### src/rtl/heaa_err_monitor.sv
// Error-metrics collector for a 32-bit approximate adder stream.
// Takes {a, b, approximate sum} samples, recomputes the exact sum, and accumulates
// error count, overshoot count, summed and maximum error distance over a programmed
// window of samples. The finished record is offered through a valid/ready handshake.
module heaa_err_monitor #(
  parameter int unsigned DW    = 32,
  parameter int unsigned CNT_W = 16
) (
  input  logic                  clk,
  input  logic                  rst,
  input  logic                  start,
  input  logic [CNT_W-1:0]      win_len,
  input  logic                  in_valid,
  output logic                  in_ready,
  input  logic [DW-1:0]         in_a,
  input  logic [DW-1:0]         in_b,
  input  logic [DW:0]           in_sum,
  output logic                  busy,
  output logic                  res_valid,
  input  logic                  res_ready,
  output logic [CNT_W-1:0]      err_cnt,
  output logic [CNT_W-1:0]      over_cnt,
  output logic [DW+CNT_W:0]     ed_sum,
  output logic [DW:0]           ed_max
);

  // Sum width and accumulated-distance width.
  localparam int unsigned SW = DW + 1;
  localparam int unsigned AW = DW + 1 + CNT_W;

  localparam logic [CNT_W-1:0] CntOne = {{(CNT_W-1){1'b0}}, 1'b1};

  typedef enum logic [1:0] {StIdle, StRun, StDrain, StDone} state_e;

  state_e state_q, state_d;

  // Window bookkeeping.
  logic [CNT_W-1:0] cnt_q;
  logic [CNT_W-1:0] win_q;

  // Stage 1 registers: per-sample error terms.
  logic          s1_vld_q;
  logic [SW-1:0] s1_diff_q;
  logic          s1_ne_q;
  logic          s1_gt_q;

  // Stage 2 accumulators, driven straight onto the result outputs.
  logic [CNT_W-1:0] err_cnt_q;
  logic [CNT_W-1:0] over_cnt_q;
  logic [AW-1:0]    ed_sum_q;
  logic [SW-1:0]    ed_max_q;

  // Combinational stage-1 terms.
  logic [SW-1:0] exact;
  logic [SW-1:0] diff_d;
  logic          ne_d;
  logic          gt_d;

  logic start_ok;
  logic accept;
  logic last_acc;

  assign start_ok = (state_q == StIdle) && start;
  assign accept   = in_valid && in_ready;
  // The sample accepted now is the last one of the window.
  assign last_acc = accept && ((cnt_q + CntOne) == win_q);

  // Exact sum at full width plus the unsigned distance to the approximate sum.
  always_comb begin
    exact  = {1'b0, in_a} + {1'b0, in_b};
    ne_d   = (in_sum != exact);
    gt_d   = (in_sum > exact);
    diff_d = '0;
    if (gt_d) begin
      diff_d = in_sum - exact;
    end else begin
      diff_d = exact - in_sum;
    end
  end

  // FSM state register.
  always_ff @(posedge clk) begin
    if (rst) begin
      state_q <= StIdle;
    end else begin
      state_q <= state_d;
    end
  end

  // FSM next-state logic.
  always_comb begin
    state_d = state_q;
    case (state_q)
      StIdle: begin
        if (start) begin
          // An empty window has nothing to collect and reports immediately.
          state_d = (win_len == '0) ? StDone : StRun;
        end
      end
      StRun: begin
        if (last_acc) begin
          state_d = StDrain;
        end
      end
      StDrain: begin
        // One cycle for the last sample to leave stage 2.
        state_d = StDone;
      end
      StDone: begin
        if (res_valid && res_ready) begin
          state_d = StIdle;
        end
      end
      default: begin
        state_d = StIdle;
      end
    endcase
  end

  // FSM outputs.
  always_comb begin
    in_ready  = 1'b0;
    busy      = 1'b0;
    res_valid = 1'b0;
    case (state_q)
      StRun: begin
        in_ready = 1'b1;
        busy     = 1'b1;
      end
      StDrain: begin
        busy = 1'b1;
      end
      StDone: begin
        res_valid = 1'b1;
      end
      default: begin
        in_ready  = 1'b0;
      end
    endcase
  end

  // Window length capture and accepted-sample counter.
  always_ff @(posedge clk) begin
    if (rst) begin
      cnt_q <= '0;
      win_q <= '0;
    end else if (start_ok) begin
      cnt_q <= '0;
      win_q <= win_len;
    end else if (accept) begin
      cnt_q <= cnt_q + CntOne;
    end
  end

  // Stage 1: register the per-sample error terms at the accept edge.
  always_ff @(posedge clk) begin
    if (rst) begin
      s1_vld_q  <= 1'b0;
      s1_diff_q <= '0;
      s1_ne_q   <= 1'b0;
      s1_gt_q   <= 1'b0;
    end else begin
      s1_vld_q <= accept;
      if (accept) begin
        s1_diff_q <= diff_d;
        s1_ne_q   <= ne_d;
        s1_gt_q   <= gt_d;
      end
    end
  end

  // Stage 2: fold stage-1 terms into the window statistics.
  always_ff @(posedge clk) begin
    if (rst) begin
      err_cnt_q  <= '0;
      over_cnt_q <= '0;
      ed_sum_q   <= '0;
      ed_max_q   <= '0;
    end else if (start_ok) begin
      // Statistics of the previous window stay visible until a new one is armed.
      err_cnt_q  <= '0;
      over_cnt_q <= '0;
      ed_sum_q   <= '0;
      ed_max_q   <= '0;
    end else if (s1_vld_q) begin
      err_cnt_q  <= err_cnt_q + {{(CNT_W-1){1'b0}}, s1_ne_q};
      over_cnt_q <= over_cnt_q + {{(CNT_W-1){1'b0}}, s1_gt_q};
      ed_sum_q   <= ed_sum_q + {{CNT_W{1'b0}}, s1_diff_q};
      if (s1_diff_q > ed_max_q) begin
        ed_max_q <= s1_diff_q;
      end
    end
  end

  assign err_cnt  = err_cnt_q;
  assign over_cnt = over_cnt_q;
  assign ed_sum   = ed_sum_q;
  assign ed_max   = ed_max_q;

endmodule

### config.mk
export PLATFORM = sky130hd
export DESIGN_NAME = heaa_err_monitor
export DESIGN_NICKNAME = d
export VERILOG_FILES = /design/src/rtl/heaa_err_monitor.sv
export SDC_FILE = /design/constraint.sdc
export NUM_CORES = 1
export LEC_CHECK = 0
export ABC_AREA = 1
export BUFFER_PORTS_ARGS = -buffer_cell sky130_fd_sc_hd__buf_2
export CORE_UTILIZATION = 60
export CTS_CLUSTER_SIZE = 10
export DETAILED_ROUTE_END_ITERATION = 10
export HOLD_SLACK_MARGIN = 0.15
export PLACE_DENSITY = 0.9
export SLEW_MARGIN = 20
export SYNTH_ARGS = -nofsm -noshare
export SYNTH_HDL_FRONTEND = slang
export SYNTH_SLANG_ARGS = --single-unit
export TNS_END_PERCENT = 100
### constraint.sdc
create_clock -name clk -period 5.32 [get_ports clk]
set_input_delay 0.532 -clock clk [delete_from_list [all_inputs] [get_ports clk]]
set_output_delay 0.532 -clock clk [all_outputs]
set_load 0.02 [all_outputs]
# Yosys cells after proc, flatten, opt, wreduce, memory -nomap -nowiden
# Cells that the tools add are included.
# W data, S select, Z words.
# totals
out_inout_bits	117
word_cells	47
reg_bits	184
inputBits	118
# classes
n_addsub	7
magnitude_cmp	2
n_reduce_logical	10
muxes	9
n_eq_ne	8
# ops
cell	count
$gt A33 B33 Y1	2
$sub A33 B33 Y33	2
$add A49 B33 Y49	1
$add A32 B32 Y33	1
$mux W33	1
$ne A33 B33 Y1	1
$add A16 B1 Y16	2
$add A16 B1 Y16 const B	1
$eq A16 B16 Y1	1
$logic_not A16 Y1	1
$mux W2	4
$pmux W2 S4	1
$ne A2 B2 Y1 const B	3
$eq A2 B2 Y1 const B	2
$logic_and A1 B1 Y1	4
$reduce_or A2 Y1	2
$mux W1	3
$reduce_and A3 Y1	1
$eq A2 B1 Y1 const B	1
$logic_not A2 Y1	1
$reduce_and A2 Y1	1

# Longest topological paths before layout
# depth
word_depth	6
mapped_depth	32
mapped_depth_nobuf	30

# Worst setup path after synthesis
# Ideal clock, no wire load.
# synth_timing
path_kind	input to register
start	input port in_a[0]
end	register s1_diff_q[30]
setup_time_ns	0.109
arrival_time_ns	3.932
required_time_ns	5.211
stages	30
setup_slack_ns	1.279
path_cell_list	ha_1 > inv_1 > fa_1 > inv_1 > nand3_1 > nand2_1 > nand2_1 > nand3_1 > nand2_1 > nand2_1 > a21boi_0 > o21ai_0 > nand2_1 > nand2_1 > xor2_1 > ha_1 > clkbuf_2 > a21oi_1 > o21ai_0 > a21oi_1 > nor2_1 > nor2_1 > nand2_4 > nand2_4 > inv_4 > buf_12 > nand2_1 > nand3_1 > nand2_1 > inv_1
# synth_via
elab_chain_len	3
# synth_lines
item	line_no	source
start: declaration	15	input logic [DW-1:0] in_a,
$add A32 B32 Y33 (*)	70	exact = {1'b0, in_a} + {1'b0, in_b};
$sub A33 B33 Y33, or another cell as far along	77	diff_d = exact - in_sum;
$mux W33 (*)	74	if (gt_d) begin
end signal: assignment	165	s1_diff_q <= diff_d;
end: declaration	43	logic [SW-1:0] s1_diff_q;
# Every way passes the cells marked *; elsewhere a longest branch is shown, timed or not.
# A chain may end at the register's enable or synchronous reset.

# Worst setup path in the final report
# layout_timing
start	input port in_a[0]
end	register s1_diff_q[32]
# The elaborated chain is that of the path after synthesis.

==> summary.md <==
| Metric | Value |
|---|---|
| Status | `finished, final reports clean` |
| IO Count | `approximately 240` |
| Core area | `roughly 0.028 mm2` |
| Antenna Cells | `0` |
| Post-synth top area share | `21.2%` |
| Yosys cell types | `53` |
| Commonest non-fill, non-tap cell in the layout | `nand2_1` |
| Worst Setup End Kind | `flop` |
| Yosys reg bits | `between 150 and 200` |
| EDFF count, synth | `0` |
| CP most frequent cell | `nand2_1` |
| Initial Util | `between 60% and 70%` |
| Setup-failing EPs final | `0` |
| Fin area | `between 0.015 and 0.02 mm2` |
| Max FO, Critical Path | `30` |
| VDD IR-drop max | `~0.40 mV` |
| Die ar. | `roughly 0.030 mm2` |
| Slew of the pin with the lowest slew margin | `0.960 ns` |
| Root Buffer | `clkbuf_16` |
| Post-CTS sizing | `0` |
| Syn Area/Cell | `6.09 um2` |
| Top_reg_cell synth | `dfxtp_1` |
| Gr ovfl total | `0` |
| Placed cells | `3,392` |
| Pleak | `9.68 nW` |
| H-tree depth | `4` |
| Clock Latency Late Sink | `between 0.4 and 0.5 ns` |
| Clk slew on worst S/H paths | `~0.090 ns` |
| Post-synthesis cell area | `between 0.015 and 0.02 mm2` |
| Slew Viols, Final | `0` |
| CTS sink count | `between 150 and 200` |
| Synth-to-Final Area Change | `11.1%` |
| Commonest non-fill, non-tap cells in the layout | `nand2_1, inv_1, nor2_1` |
| Max incr delay on CP | `~0.40 ns` |
| DRT Pass-1 Iters | `6` |
| Post-CTS setup buffers | `0` |
| Num CTS Buffers | `17` |
| Worst setup path category | `input pin to flop` |
| Fmax | `around 220 MHz` |
| Syn nets | `roughly 3,200` |
| WL final | `between 50 and 60 mm` |
| DRC | `0` |
| GRT Util Overall | `36.9%` |
| Hold_buf cts | `0` |
| Initial antenna violation count | `0` |
| Max-cap violations | `0` |
| Post-DP Area | `roughly 0.019 mm2` |
| Die height | `~170 um` |
| RSZ-0062 raised after global routing | `no` |
| Seq/Total Area, Yosys | `21.2%` |
| CP Data Arrival Time | `approximately 4.8 ns` |
| Final Skew | `about 0.018 ns` |
| WP buf/inv | `5` |
| FP Rows | `61` |
| Dpl hpwl | `45.2 mm` |
| Asr flop ratio synth | `0%` |
| Tcrit/Tclk final | `a little over four fifths` |
| Top delay family on crit path | `simple AND/OR/NAND/NOR gates` |
| First-pass GRT wire length | `slightly below 90 mm` |
| Area leader, netlist | `dfxtp_1` |
| Via count | `slightly below 20,000` |
| Gpl congestion | `1.08` |
| Fin. Hold Viols | `0` |
| Non-filler cells in the finished layout | `approximately 3,400` |
| Power density over cell area | `348 mW/mm2` |
| Setup crit start kind | `input pin` |
| Synth warnings | `0` |
| Largest net degree at the start of global routing | `73` |
| Vias per inst | `roughly 5.7` |
| DR iter-0 viols | `1,677` |
| Crit path time final | `around 4.5 ns` |
| WP data required | `between 5 and 6 ns` |
| Ranking of synthesized cells by area | `dfxtp_1, nand2_1, ha_1` |
| Worst path slowest cell | `fa_1` |
| Post-DRT Antenna Nets | `0` |
| Clk buf depth | `2` |
| Routed wire per std cell | `16.2 um` |
| Hold Crit Class | `input pin to flop` |
| Vias in the first global route | `around 18,000` |
| Layout cells sized above 1 | `between 10% and 20%` |
| Floorplan die width | `172 um` |
| Reg2reg setup slack | `2.37 ns` |
| Synth Instances | `between 2,000 and 3,000` |
| Final net count | `around 3,300` |
| CTS tree | `yes` |
| PortBufs | `around 230` |
| Rel. slew slack | `35.9%` |
| Final setup TNS | `0 ns` |
| Fillers | `between 2,000 and 3,000` |
## power breakdown
part / leakage (nW) / internal, W / switching [W] / total (W)
Sequential: 1.49 / 0.00155 / 0.000193 / 0.00175
Combinational: 7.89 / 0.00116 / 0.00252 / 0.00367
Clock: 0.297 / 0.000652 / 0.000662 / 0.00131
Total: 9.68 / 0.00336 / 0.00337 / 0.00673
## stage by stage
| stage | util (%) | setup slack (ns) | power, W | hold slack (ns) |
|---|---|---|---|---|
| 2_1_floorplan | - | 1.28 | 0.00442 | 0.444 |
| 3_3_place_gp | 66.5 | 0.681 | 0.00523 | 0.463 |
| 3_5_place_dp | 66.5 | 0.484 | 0.00533 | 0.464 |
| 4_1_cts | 68.6 | 0.922 | 0.00664 | 0.336 |
| 5_1_grt | 68.6 | 0.510 | 0.00719 | 0.359 |
| 6_report | 68.6 | 0.870 | 0.00673 | 0.342 |
## cell families (layout without fill, tap and decap cells)
logic type,count (synthesis),count (layout),synth area share [%]
AO/OA/AOI/OAI,600,600,18.7
flip-flops,184,184,21.2
adder cells (fa/ha/maj),177,177,12.9
XOR/XNOR,94,94,4.81
buffers and inverters,530,720,11.9
AND/OR/NAND/NOR,1271,1271,30.5
## tightest hold or removal path: cells and delay by family
family                 cells  cell delay (ns)
AND/OR/NAND/NOR            1             0.07
AO/OA/AOI/OAI              1             0.07
buffers and inverters      1             0.09
## area by class of cell
cell class / count / area [um2] / share of cell area (%)
timing repair buffer: 245 / 1250 / 6.49
inverter: 443 / 1670 / 8.62
multi-input combinational: 2142 / 11600 / 60.2
clock buffer: 18 / 439 / 2.27
clock inverter: 14 / 165 / 0.855
tap: 378 / 473 / 2.45
sequential: 184 / 3680 / 19.1
## cell usage after synthesis (2+ instances only)
| cell | number |
|---|---|
| and2_1 | 2 |
| a21oi_1 | 310 |
| a21boi_0 | 5 |
| nor3_1 | 40 |
| nand2_4 | 3 |
| nand3_1 | 190 |
| o21ai_1 | 10 |
| nand2_1 | 613 |
| o21ai_0 | 182 |
| nor4_1 | 9 |
| clkbuf_2 | 8 |
| buf_2 | 20 |
| a31o_2 | 2 |
| and3_1 | 8 |
| nor2_2 | 4 |
| o21ai_2 | 4 |
| or2_2 | 5 |
| nand2_2 | 5 |
| clkbuf_1 | 49 |
| inv_1 | 437 |
| o21a_1 | 16 |
| inv_2 | 4 |
| o211ai_1 | 7 |
| buf_4 | 2 |
| xnor2_1 | 15 |
| o221ai_1 | 6 |
| dfxtp_1 | 184 |
| xor2_1 | 78 |
| nand3b_1 | 10 |
| nand4_1 | 29 |
| nand3_2 | 2 |
| fa_1 | 4 |
| a31oi_1 | 16 |
| nor2_1 | 347 |
| a21o_1 | 21 |
| o21bai_1 | 15 |
| buf_6 | 3 |
| ha_1 | 173 |
| buf_1 | 4 |
## registers in the layout, indices dropped and copies added, names as in the netlist
register and count:
over_cnt 16, s1_diff_q 33, err_cnt 16, ed_max 33, s1_gt_q 1, state_q 2, s1_ne_q 1, s1_vld_q 1
ed_sum 49, win_q 16, cnt_q 16
## layer usage
metal	part of all wire [%]	track usage (%)	wire length, um	vias to the layer above
li1	-	-	-	9606
met1	41	44.9	22900	8755
met2	47	64.2	26100	829
met3	6.7	3.89	3700	158
met4	4.6	19.2	2570	0
met5	0	0	0	-
## path summary, 6_finish.rpt
| check | start | end | cells past startpoint |
|---|---|---|---|
| setup / recovery | in_a[0] | s1_diff_q[32] | 29 |
| hold / removal | win_len[4] | win_q[4] | 3 |
| setup reg to reg | ed_max[27] | ed_max[13] | 13 |
| hold reg to reg | win_q[10] | win_q[10] | 2 |
Note: power is estimated with default switching activity, not from simulation.
